$ cat src/rtl/timer_regs.sv
// Wishbone classic register bank for the timer/PWM peripheral: CTRL, DIVISOR,
// PERIOD and duty-cycle registers, plus sticky irq status and the bus interrupt.
module timer_regs #(
  parameter int              DW         = 16,
  parameter int              AW         = 2,
  parameter logic [DW-1:0]   DIV_RST    = 16'd1,
  parameter logic [DW-1:0]   PERIOD_RST = 16'hFFFF
) (
  input  logic          i_clk,
  input  logic          i_rst,
  input  logic          i_wb_cyc,
  input  logic          i_wb_stb,
  input  logic          i_wb_we,
  input  logic [AW-1:0] i_wb_adr,
  input  logic [DW-1:0] i_wb_dat,
  input  logic [1:0]    i_wb_sel,
  output logic [DW-1:0] o_wb_dat,
  output logic          o_wb_ack,
  input  logic          i_core_irq,
  output logic [7:0]    o_ctrl,
  output logic [DW-1:0] o_divisor,
  output logic [DW-1:0] o_period,
  output logic [DW-1:0] o_dc,
  output logic          o_timer_core_en,
  output logic          o_cont,
  output logic          o_irq_clear,
  output logic          o_irq
);

  localparam logic [AW-1:0] A_CTRL   = AW'(0);
  localparam logic [AW-1:0] A_DIV    = AW'(1);
  localparam logic [AW-1:0] A_PERIOD = AW'(2);
  localparam logic [AW-1:0] A_DC     = AW'(3);

  logic [6:0]    r_ctrl;      // bit5 is never stored; status lives in r_status
  logic          r_status;
  logic [DW-1:0] r_divisor;
  logic [DW-1:0] r_period;
  logic [DW-1:0] r_dc;
  logic          r_ack;
  logic [DW-1:0] r_rd_dat;
  logic          r_irq_clear;
  logic          r_irq;
  logic          r_core_irq_d;

  logic          w_req;
  logic          w_wr;
  logic          w_clr;
  logic          w_rise;
  logic [DW-1:0] w_div_merged;
  logic [DW-1:0] w_rd_mux;

  // Handshake: a request is cyc & stb while ack is low; ack follows on the next
  // edge for exactly one cycle, and writes commit / read data latches on that edge.
  assign w_req  = i_wb_cyc & i_wb_stb & ~r_ack;
  assign w_wr   = w_req & i_wb_we;
  assign w_clr  = w_wr & (i_wb_adr == A_CTRL) & i_wb_sel[0] & i_wb_dat[5];
  assign w_rise = i_core_irq & ~r_core_irq_d;

  function automatic logic [DW-1:0] merge(input logic [DW-1:0] old_v,
                                          input logic [DW-1:0] new_v,
                                          input logic [1:0]    sel);
    logic [DW-1:0] m;
    m = old_v;
    if (sel[0]) m[7:0]    = new_v[7:0];
    if (sel[1]) m[DW-1:8] = new_v[DW-1:8];
    return m;
  endfunction

  assign w_div_merged = merge(r_divisor, i_wb_dat, i_wb_sel);

  always_comb begin
    w_rd_mux = '0;
    case (i_wb_adr)
      A_CTRL:   w_rd_mux = {{(DW-8){1'b0}}, r_status, r_ctrl};
      A_DIV:    w_rd_mux = r_divisor;
      A_PERIOD: w_rd_mux = r_period;
      A_DC:     w_rd_mux = r_dc;
      default:  w_rd_mux = '0;
    endcase
  end

  always_ff @(posedge i_clk) begin
    if (i_rst) begin
      r_ctrl       <= '0;
      r_status     <= 1'b0;
      r_divisor    <= DIV_RST;
      r_period     <= PERIOD_RST;
      r_dc         <= '0;
      r_ack        <= 1'b0;
      r_rd_dat     <= '0;
      r_irq_clear  <= 1'b0;
      r_irq        <= 1'b0;
      r_core_irq_d <= 1'b0;
    end else begin
      r_ack        <= w_req;
      r_irq_clear  <= w_clr;
      r_irq        <= r_status & r_ctrl[6];
      r_core_irq_d <= i_core_irq;
      if (w_req && !i_wb_we) r_rd_dat <= w_rd_mux;
      if (w_wr) begin
        case (i_wb_adr)
          A_CTRL:   if (i_wb_sel[0]) r_ctrl <= {i_wb_dat[6], 1'b0, i_wb_dat[4:0]};
          A_DIV:    r_divisor <= (w_div_merged == '0) ? DW'(1) : w_div_merged;
          A_PERIOD: r_period  <= merge(r_period, i_wb_dat, i_wb_sel);
          A_DC:     r_dc      <= merge(r_dc, i_wb_dat, i_wb_sel);
          default:  ;
        endcase
      end
      // A new core irq edge beats a simultaneous clear so no event is lost.
      if (w_rise)     r_status <= 1'b1;
      else if (w_clr) r_status <= 1'b0;
    end
  end

  assign o_wb_ack        = r_ack;
  assign o_wb_dat        = r_rd_dat;
  assign o_ctrl          = {r_status, r_ctrl};
  assign o_divisor       = r_divisor;
  assign o_period        = r_period;
  assign o_dc            = r_dc;
  assign o_timer_core_en = ~r_ctrl[1] & r_ctrl[2];
  assign o_cont          = r_ctrl[3];
  assign o_irq_clear     = r_irq_clear;
  assign o_irq           = r_irq;

endmodule

$ cat config.mk
export PLATFORM = sky130hd
export DESIGN_NAME = timer_regs
export DESIGN_NICKNAME = d
export VERILOG_FILES = /design/src/rtl/timer_regs.sv
export SDC_FILE = /design/constraint.sdc
export NUM_CORES = 1
export LEC_CHECK = 0
export ABC_AREA = 0
export BUFFER_PORTS_ARGS = -buffer_cell sky130_fd_sc_hd__buf_2
export CAP_MARGIN = 10
export CORE_MARGIN = 3
export CORE_UTILIZATION = 45
export CTS_CLUSTER_DIAMETER = 200
export DETAILED_ROUTE_END_ITERATION = 8
export PLACE_DENSITY = 0.72
export SLEW_MARGIN = 20
export SYNTH_ARGS = -nofsm -noshare
export SYNTH_HDL_FRONTEND = slang
export SYNTH_SLANG_ARGS = --single-unit
$ cat constraint.sdc
create_clock -name i_clk -period 1.4 [get_ports i_clk]
set_input_delay 0.28 -clock i_clk [delete_from_list [all_inputs] [get_ports i_clk]]
set_output_delay 0.28 -clock i_clk [all_outputs]
set_load 0.01 [all_outputs]
# --- Word level (Yosys, flattened, before mapping) ---
# Cells that the tools add are included.
# W data, S select, Z words.
classes:
  eq_ne: 3
  muxes: 6
  n_bitwise: 12
  n_reduce_logical: 11
ops:
  columns: ["op", "n"]
  rows:
  - ["$pmux W16 S4", 1]
  - ["$logic_not A16 Y1", 1]
  - ["$mux W16", 1]
  - ["$mux W8", 2]
  - ["$reduce_and A3 Y1", 5]
  - ["$and A1 B1 Y1", 9]
  - ["$eq A2 B2 Y1 const B", 2]
  - ["$not A1 Y1", 3]
  - ["$eq A2 B1 Y1 const B", 1]
  - ["$logic_not A2 Y1", 1]
  - ["$mux W1", 2]
  - ["$reduce_and A2 Y1", 1]
  - ["$reduce_bool A2 Y1", 1]
  - ["$logic_and A1 B1 Y1", 1]
  - ["$logic_not A1 Y1", 1]
totals:
  regBits: 75
  in_bits: 26
  output_inout_bits: 77
  word_cells: 44

# --- Longest topological paths before layout ---
# Gate-level depths: netlist of run 1.
logic_depth:
  ltp_word: 8
  mapped_depth: 8
  ltp_nobuf: 5

# --- Worst setup path before layout of run 1 ---
# Ideal clock, no wire load.
synth_timing:
  path_kind: "register to register"
  startpoint: "register r_ack, in the netlist o_wb_ack"
  endpoint: "register r_period[0], in the netlist o_period[0]"
  setup_time_ps: 120
  arrival_time_ps: 1398
  required_time_ps: 1280
  setup_slack_ps: -118
  path_stages_with_launch: 6
  n_path_buf: 2
  period_less_slack_ps: 1518
  cell_sequence: "dfxtp_1 nand4b_4 or3_1 buf_6 buf_8 a211o_1"
synth_via:
  elab_chain_len: 4
synth_lines:
  columns: ["element", "line", "rtl"]
  rows:
  - ["from (decl)", "40", "logic r_ack;"]
  - ["from (signal assigned)", "96", "r_ack <= w_req;"]
  - ["$not A1 Y1", "55", "assign w_req = i_wb_cyc & i_wb_stb & ~r_ack;"]
  - ["$and A1 B1 Y1", "55", null]
  - ["$and A1 B1 Y1", "56", "assign w_wr = w_req & i_wb_we;"]
  - ["$reduce_and A3 Y1 (no source line)", null, null]
  - ["to (signal assigned)", "105", "A_PERIOD: r_period <= merge(r_period, i_wb_dat, i_wb_sel);"]
  - ["to (decl)", "38", "logic [DW-1:0] r_period;"]
# No other way between the ends.
# A chain may end at the register's enable or synchronous reset.

# --- Final worst setup path of run 1 ---
layout_timing:
  startpoint: "register r_ack, in the netlist o_wb_ack"
  endpoint: "register r_rd_dat[11], in the netlist o_wb_dat[11]"
layout_via:
  elab_chain_len: 3
layout_lines:
  columns: ["element", "line", "rtl"]
  rows:
  - ["$not A1 Y1", "55", null]
  - ["$and A1 B1 Y1", "55", null]
  - ["$logic_and A1 B1 Y1", "100", "if (w_req && !i_wb_we) r_rd_dat <= w_rd_mux;"]
  - ["to (signal assigned)", "100", null]
  - ["to (decl)", "41", "logic [DW-1:0] r_rd_dat;"]
# No other way between the ends.

==> results_dict.tcl, run 1 <==
set metrics [dict create \
    arrival_ns 1.74 \
    min_period_ns 1.50 \
    track_usage_pct 20.9 \
    synth_nets 373 \
    finalNetCount 498 \
    cp_cell_sequence "buf_4 -> nand3b_1 -> nor2_4 -> buf_12 -> nor2_1 -> a211oi_1" \
    port_buffers 101 \
    num_io_pins 103 \
    wire_per_inst_um 15.9 \
    drt-total-wl_um 9080 \
    cts_tree "yes" \
    crit_path_end_kind "flip-flop" \
    first_iter_violations 162 \
    ir_drop_mv 0.504 \
    grt_antenna_before_repair 0 \
    cp_top_family "simple AND/OR/NAND/NOR gates" \
    hold_class "input port to flip-flop" \
    cp.required_ns 1.64 \
    avgSynthCellArea_um2 9.33 \
    syn-cell-area_um2 3240 \
    crit_slowest_cell "dfxtp_2" \
    fin_crit_sh_pct 107 \
    core-area_um2 6870 \
    violations "setup timing" \
    reg2reg_depth 6 \
    path_buf_inv 2 \
    start_kind "flip-flop" \
    dieWidth_um 90.8 \
    p_leak_nw 2.13 \
    grt_pass1_wl_um 13900 \
    area_growth_syn_to_layout_pct 34.7 \
    p_per_area_nw_per_um2 995 \
    cp-startpoint "o_wb_ack" \
    r2r_start "o_wb_ack" \
    hold_path_depth 2 \
    viasPerCell 5.20 \
    ctsHoldBuffers 0 \
    fmax_mhz 669 \
    grt_max_degree 42 \
    yosysTopAreaCell "dfxtp_1" \
    clock-skew-final_ns 0.00976 \
    dieHeight_um 90.8 \
    grt_overflow_total 0 \
    place.gp.congestion 0.836 \
    pre_cts_slack_ns -0.178 \
    setup.worst_path.class "flip-flop to flip-flop" \
    rows 30 \
    rrSetupSlack_ns -0.1 \
    cts_buffers 9 \
    cts.sinks 75 \
    netlist_instances 347 \
    synth_cell_types 33 \
    setup_viol 33 \
    start_util_pct 47.1 \
    yosys-top-cells-area "dfxtp_1 (46%), mux2i_1 (14%), nor2_1 (10%)" \
    yosysTopAreaCellShare_pct 46.4 \
    holdWs_ns 0.172 \
    cts_buffer_depth 2 \
    ys_warn_count 0 \
    dieArea_um2 8250 \
    root_buffer "clkbuf_8" \
    ys_seq_elements 75 \
    rsz0062_at_grt "true" \
    cp_max_fo 13 \
    grt_pass1_vias 2810 \
    h-tree-depth 3 \
    hpwl_um 6380 \
    n_antenna_cell 0 \
    drive_above_1_share_pct 38.2 \
    timing.rr.end "o_wb_dat[11]" \
    setup_ws_ns -0.0953 \
    num_vias 2972 \
    clk_latency_ns 0.34 \
    status "complete, but fails checks" \
    path_clk_slew_ns 0.08 \
    worst_path_largest_cell_delay_ns 0.33 \
    drt-pass1-iter-count 4 \
    finalHoldViolCount 0 \
    yosysSeqAreaShare_pct 46.4 \
    post-route-drc-count 0 \
    drtAntennaViolNets 0 \
    drv_cap 0 \
    hold_path_startpoint "i_core_irq" \
    setup_tns_ns -1.12 \
    drv_slew 0 \
    holdPathEnd "r_core_irq_d" \
]
==> layout make-up <==
cell class	count	area, um2
fill	619	2510
multi-input combinational	237	1610
sequential	75	1500
timing repair buffer	140	891
clock buffer	11	151
tap	96	120
clock inverter	4	50.0
inverter	9	33.8
==> layout by cell type (no fill, tap or decap), drive strengths merged <==
| master | instances |
|---|---|
| buf | 139 |
| nor2 | 88 |
| dfxtp | 75 |
| mux2i | 44 |
| a21oi | 30 |
| nor3 | 14 |
| clkbuf | 12 |
| a211oi | 10 |
| inv | 9 |
| a211o | 8 |
| nand2 | 8 |
| mux4 | 7 |
| nand3 | 6 |
| nor2b | 5 |
| nor4 | 3 |
| a31oi | 3 |
| nand3b | 2 |
| or3 | 2 |
| clkinvlp | 2 |
| nand4b | 1 |
| and2b | 1 |
| nand2b | 1 |
| or4 | 1 |
| o41ai | 1 |
| o2111ai | 1 |
| conb | 1 |
| clkinv | 1 |
| bufinv | 1 |
==> timing repair <==
item / 4_1_cts / 5_1_grt
pin swaps: 1 / 4
setup endpoints to repair: 48 / 54
gates resized for setup: 7 / 10
buffers inserted: 0 / 3
cloned: 0 / 3
==> sequential cells by signal, indices dropped and copies added, names as in the netlist <==
register,count
r_core_irq_d,1
o_irq_clear,1
o_dc,16
o_irq,1
o_period,16
r_status,1
o_divisor,16
o_wb_dat,16
o_wb_ack,1
r_ctrl,6
==> cell families after synthesis <==
logic type      synth area share (%)
other cells                    0.116
simple gates                    18.9
compound gates                  10.2
buf+inv                         5.84
flops                           46.4
mux                             18.5
==> cells in the mapped netlist <==
cell / count
a211o_1: 8
a211oi_1: 10
a21oi_1: 30
a31oi_1: 3
and2b_2: 1
buf_1: 1
buf_2: 7
buf_4: 8
buf_6: 1
buf_8: 1
clkbuf_1: 8
conb_1: 1
dfxtp_1: 75
inv_1: 9
mux2i_1: 44
mux4_2: 7
nand2_1: 6
nand2_4: 2
nand2b_1: 1
nand3_1: 4
nand3_2: 2
nand3b_1: 2
nand4b_4: 1
nor2_1: 87
nor2_2: 1
nor2b_1: 5
nor3_1: 14
nor4_1: 3
o2111ai_1: 1
o41ai_1: 1
or3_1: 1
or3_2: 1
or4_1: 1
==> metal layers <==
| layer | part of all wire (%) | global-route usage (%) |
|---|---|---|
| met1 | 46 | 28.4 |
| met2 | 48 | 32.9 |
| met3 | 4.9 | 4.50 |
| met4 | 1.0 | 7.16 |
| met5 | 0 | 0 |
==> how the worst max path moves through the flow <==
stage | cells past startpoint | end
6_report | 6 | o_wb_dat[11]
5_1_grt | 6 | o_wb_dat[11]
4_1_cts | 4 | o_period[1]
3_5_place_dp | 5 | o_divisor[0]
3_3_place_gp | 5 | o_divisor[0]
2_1_floorplan | 5 | o_period[3]
==> where the power goes <==
| group | internal (W) | switching [W] | total (W) |
|---|---|---|---|
| sequential | 0.00217 | 0.0000230 | 0.00219 |
| clock | 0.000908 | 0.000774 | 0.00168 |
| combinational | 0.000210 | 0.000257 | 0.000467 |
==> stage by stage <==
step	instance area [um2]	cells	utilization (%)	total power (W)
after global routing	4360	572	63.5	0.00450
after detailed placement	4030	551	58.6	0.00267
final	4360	572	63.5	0.00434
after CTS	4250	566	61.9	0.00435
after floorplan	3260	347	-	0.00248
after global placement	4030	551	58.6	0.00266
No activity file was read; power rests on OpenSTA's default activity.
==> inputs of run 2 (changes only) <==
PLACE_DENSITY = 0.75   (was 0.72)
==> run 2 against run 1 <==
Compared with the run above:
- the run still ends with setup timing left
- non-clock buffer count up 3
- final area up 2.3%
- global-route usage up 0.29 points
- sequential share of layout area down 0.78 points
- critical path type unchanged
- largest cell class unchanged
- highest routed layer unchanged
==> results_dict.tcl, run 2 (synthesis results as in run 1) <==
set metrics [dict create \
    fill_cells 581 \
    multi_input_area_um2 1650 \
    path_clk_slew_ns 0.08 \
    drt-total-wl_um 9020 \
    start_util_pct 47.1 \
    setup_tns_ns -1.29 \
    total_power_w 0.00451 \
    root_buffer "clkbuf_8" \
    grt_pass1_wl_um 14000 \
    layout_common_cells "buf_2 (101), nor2_1 (83), dfxtp_1 (74), mux2i_1 (43), buf_4 (31)" \
    regArea_um2 1500 \
    min_period_ns 1.48 \
    cp.required_ns 1.64 \
    post-route-drc-count 0 \
    grt_pass1_vias 2850 \
    placed_area_um2 4040 \
    drtAntennaViolNets 0 \
    crit_path_end_kind "flip-flop" \
    clk_latency_ns 0.35 \
    layout_commonest_cell "buf_2" \
    status "complete, but fails checks" \
    p_per_area_nw_per_um2 1010 \
    rows 30 \
    cts_buffers 9 \
    port_buffers 101 \
    drt-pass1-iter-count 4 \
    cp_max_fo 10 \
    cp_cell_sequence "nand4b_4 -> or3_4 -> buf_6 -> a211o_1" \
    cts_buffer_depth 2 \
    setup_viol 31 \
    num_vias 2984 \
    drv_slew 0 \
    n_antenna_cell 0 \
    p_leak_nw 2.16 \
    cts_tree "yes" \
    path_buf_inv 1 \
    wire_per_inst_um 15.7 \
    grt_antenna_before_repair 0 \
    start_kind "flip-flop" \
    h-tree-depth 3 \
    ir_drop_mv 0.523 \
    cts.sinks 75 \
    fin_crit_sh_pct 106 \
    area_growth_syn_to_layout_pct 37.8 \
    worst_path_largest_cell_delay_ns 0.43 \
    finalNetCount 501 \
    hold_class "input port to flip-flop" \
    fin_util_pct 64.9 \
    num_io_pins 103 \
    fmax_mhz 676 \
    arrival_ns 1.72 \
    clock-skew-final_ns 0.00786 \
    finalHoldViolCount 0 \
    drv_cap 0 \
    first_iter_violations 167 \
    setup.worst_path.class "flip-flop to flip-flop" \
    dieWidth_um 90.8 \
    dieArea_um2 8250 \
    dieHeight_um 90.8 \
    drive_above_1_share_pct 39.4 \
    viasPerCell 5.18 \
    grt_overflow_total 0 \
    hpwl_um 6490 \
    core-area_um2 6870 \
    place.gp.congestion 0.817 \
    violations "setup timing" \
    setup_ws_ns -0.0800 \
    fin_area_um2 4460 \
    ctsHoldBuffers 0 \
    track_usage_pct 21.1 \
    cp_top_family "simple AND/OR/NAND/NOR gates" \
    grt_max_degree 42 \
    rsz0062_at_grt "true" \
    crit_slowest_cell "or3_4" \
]
==> run 2: changes by cell type in the layout (fill, tap and decap cells not counted), moves of 3 or more <==
cell,previous run,this run
nand3_1,4,0
buf_4,28,31
a211oi_1,5,9
nand3_2,2,5
a211oi_2,5,1
==> run 2: final cells by class <==
cell class | instances | share of cell area, %
clock buffer | 12 | 3.25
clock inverter | 4 | 1.65
inverter | 9 | 0.757
multi-input combinational | 237 | 37.0
sequential | 75 | 33.7
tap | 96 | 2.69
timing repair buffer | 143 | 20.9
==> run 2: timing repair <==
action,CTS,global route
pin swaps,3,15
cloned,0,2
gates resized for setup,7,19
setup buffers,0,6
setup endpoints to repair,52,66
==> run 2: final timing paths <==
path / depth (start not counted) / endpoint / slack (ns) / from
setup reg to reg: 4 / o_period[1] / -0.08 / o_wb_ack
hold reg to reg: 2 / o_irq / 0.47 / r_status
hold / removal: 2 / r_core_irq_d / 0.17 / i_core_irq
setup / recovery: 4 / o_period[1] / -0.08 / o_wb_ack
==> run 2: metrics by stage <==
stage	worst slack (ns)	cells	hold WS [ns]
finish	-0.0800	576	0.174
global route	-0.146	576	0.190
CTS	-0.0388	568	0.157
detailed placement	-0.143	552	0.458
global placement	-0.0721	552	0.457
floorplan	-0.0926	347	0.408
==> run 2: layer usage <==
| metal | global-route usage [%] | routed length, um | part of all wire (%) |
|---|---|---|---|
| met5 | 0 | 0 | 0 |
| met4 | 7.41 | 90 | 1.0 |
| met3 | 5.83 | 541 | 6.0 |
| met2 | 34.0 | 4430 | 49 |
| met1 | 27.3 | 3960 | 44 |
==> run 2: power by group <==
| part | internal (W) | switching [W] | total (W) |
|---|---|---|---|
| clock | 0.00105 | 0.000790 | 0.00184 |
| combinational | 0.000222 | 0.000257 | 0.000478 |
| sequential | 0.00217 | 0.0000233 | 0.00219 |
| total | 0.00344 | 0.00107 | 0.00451 |
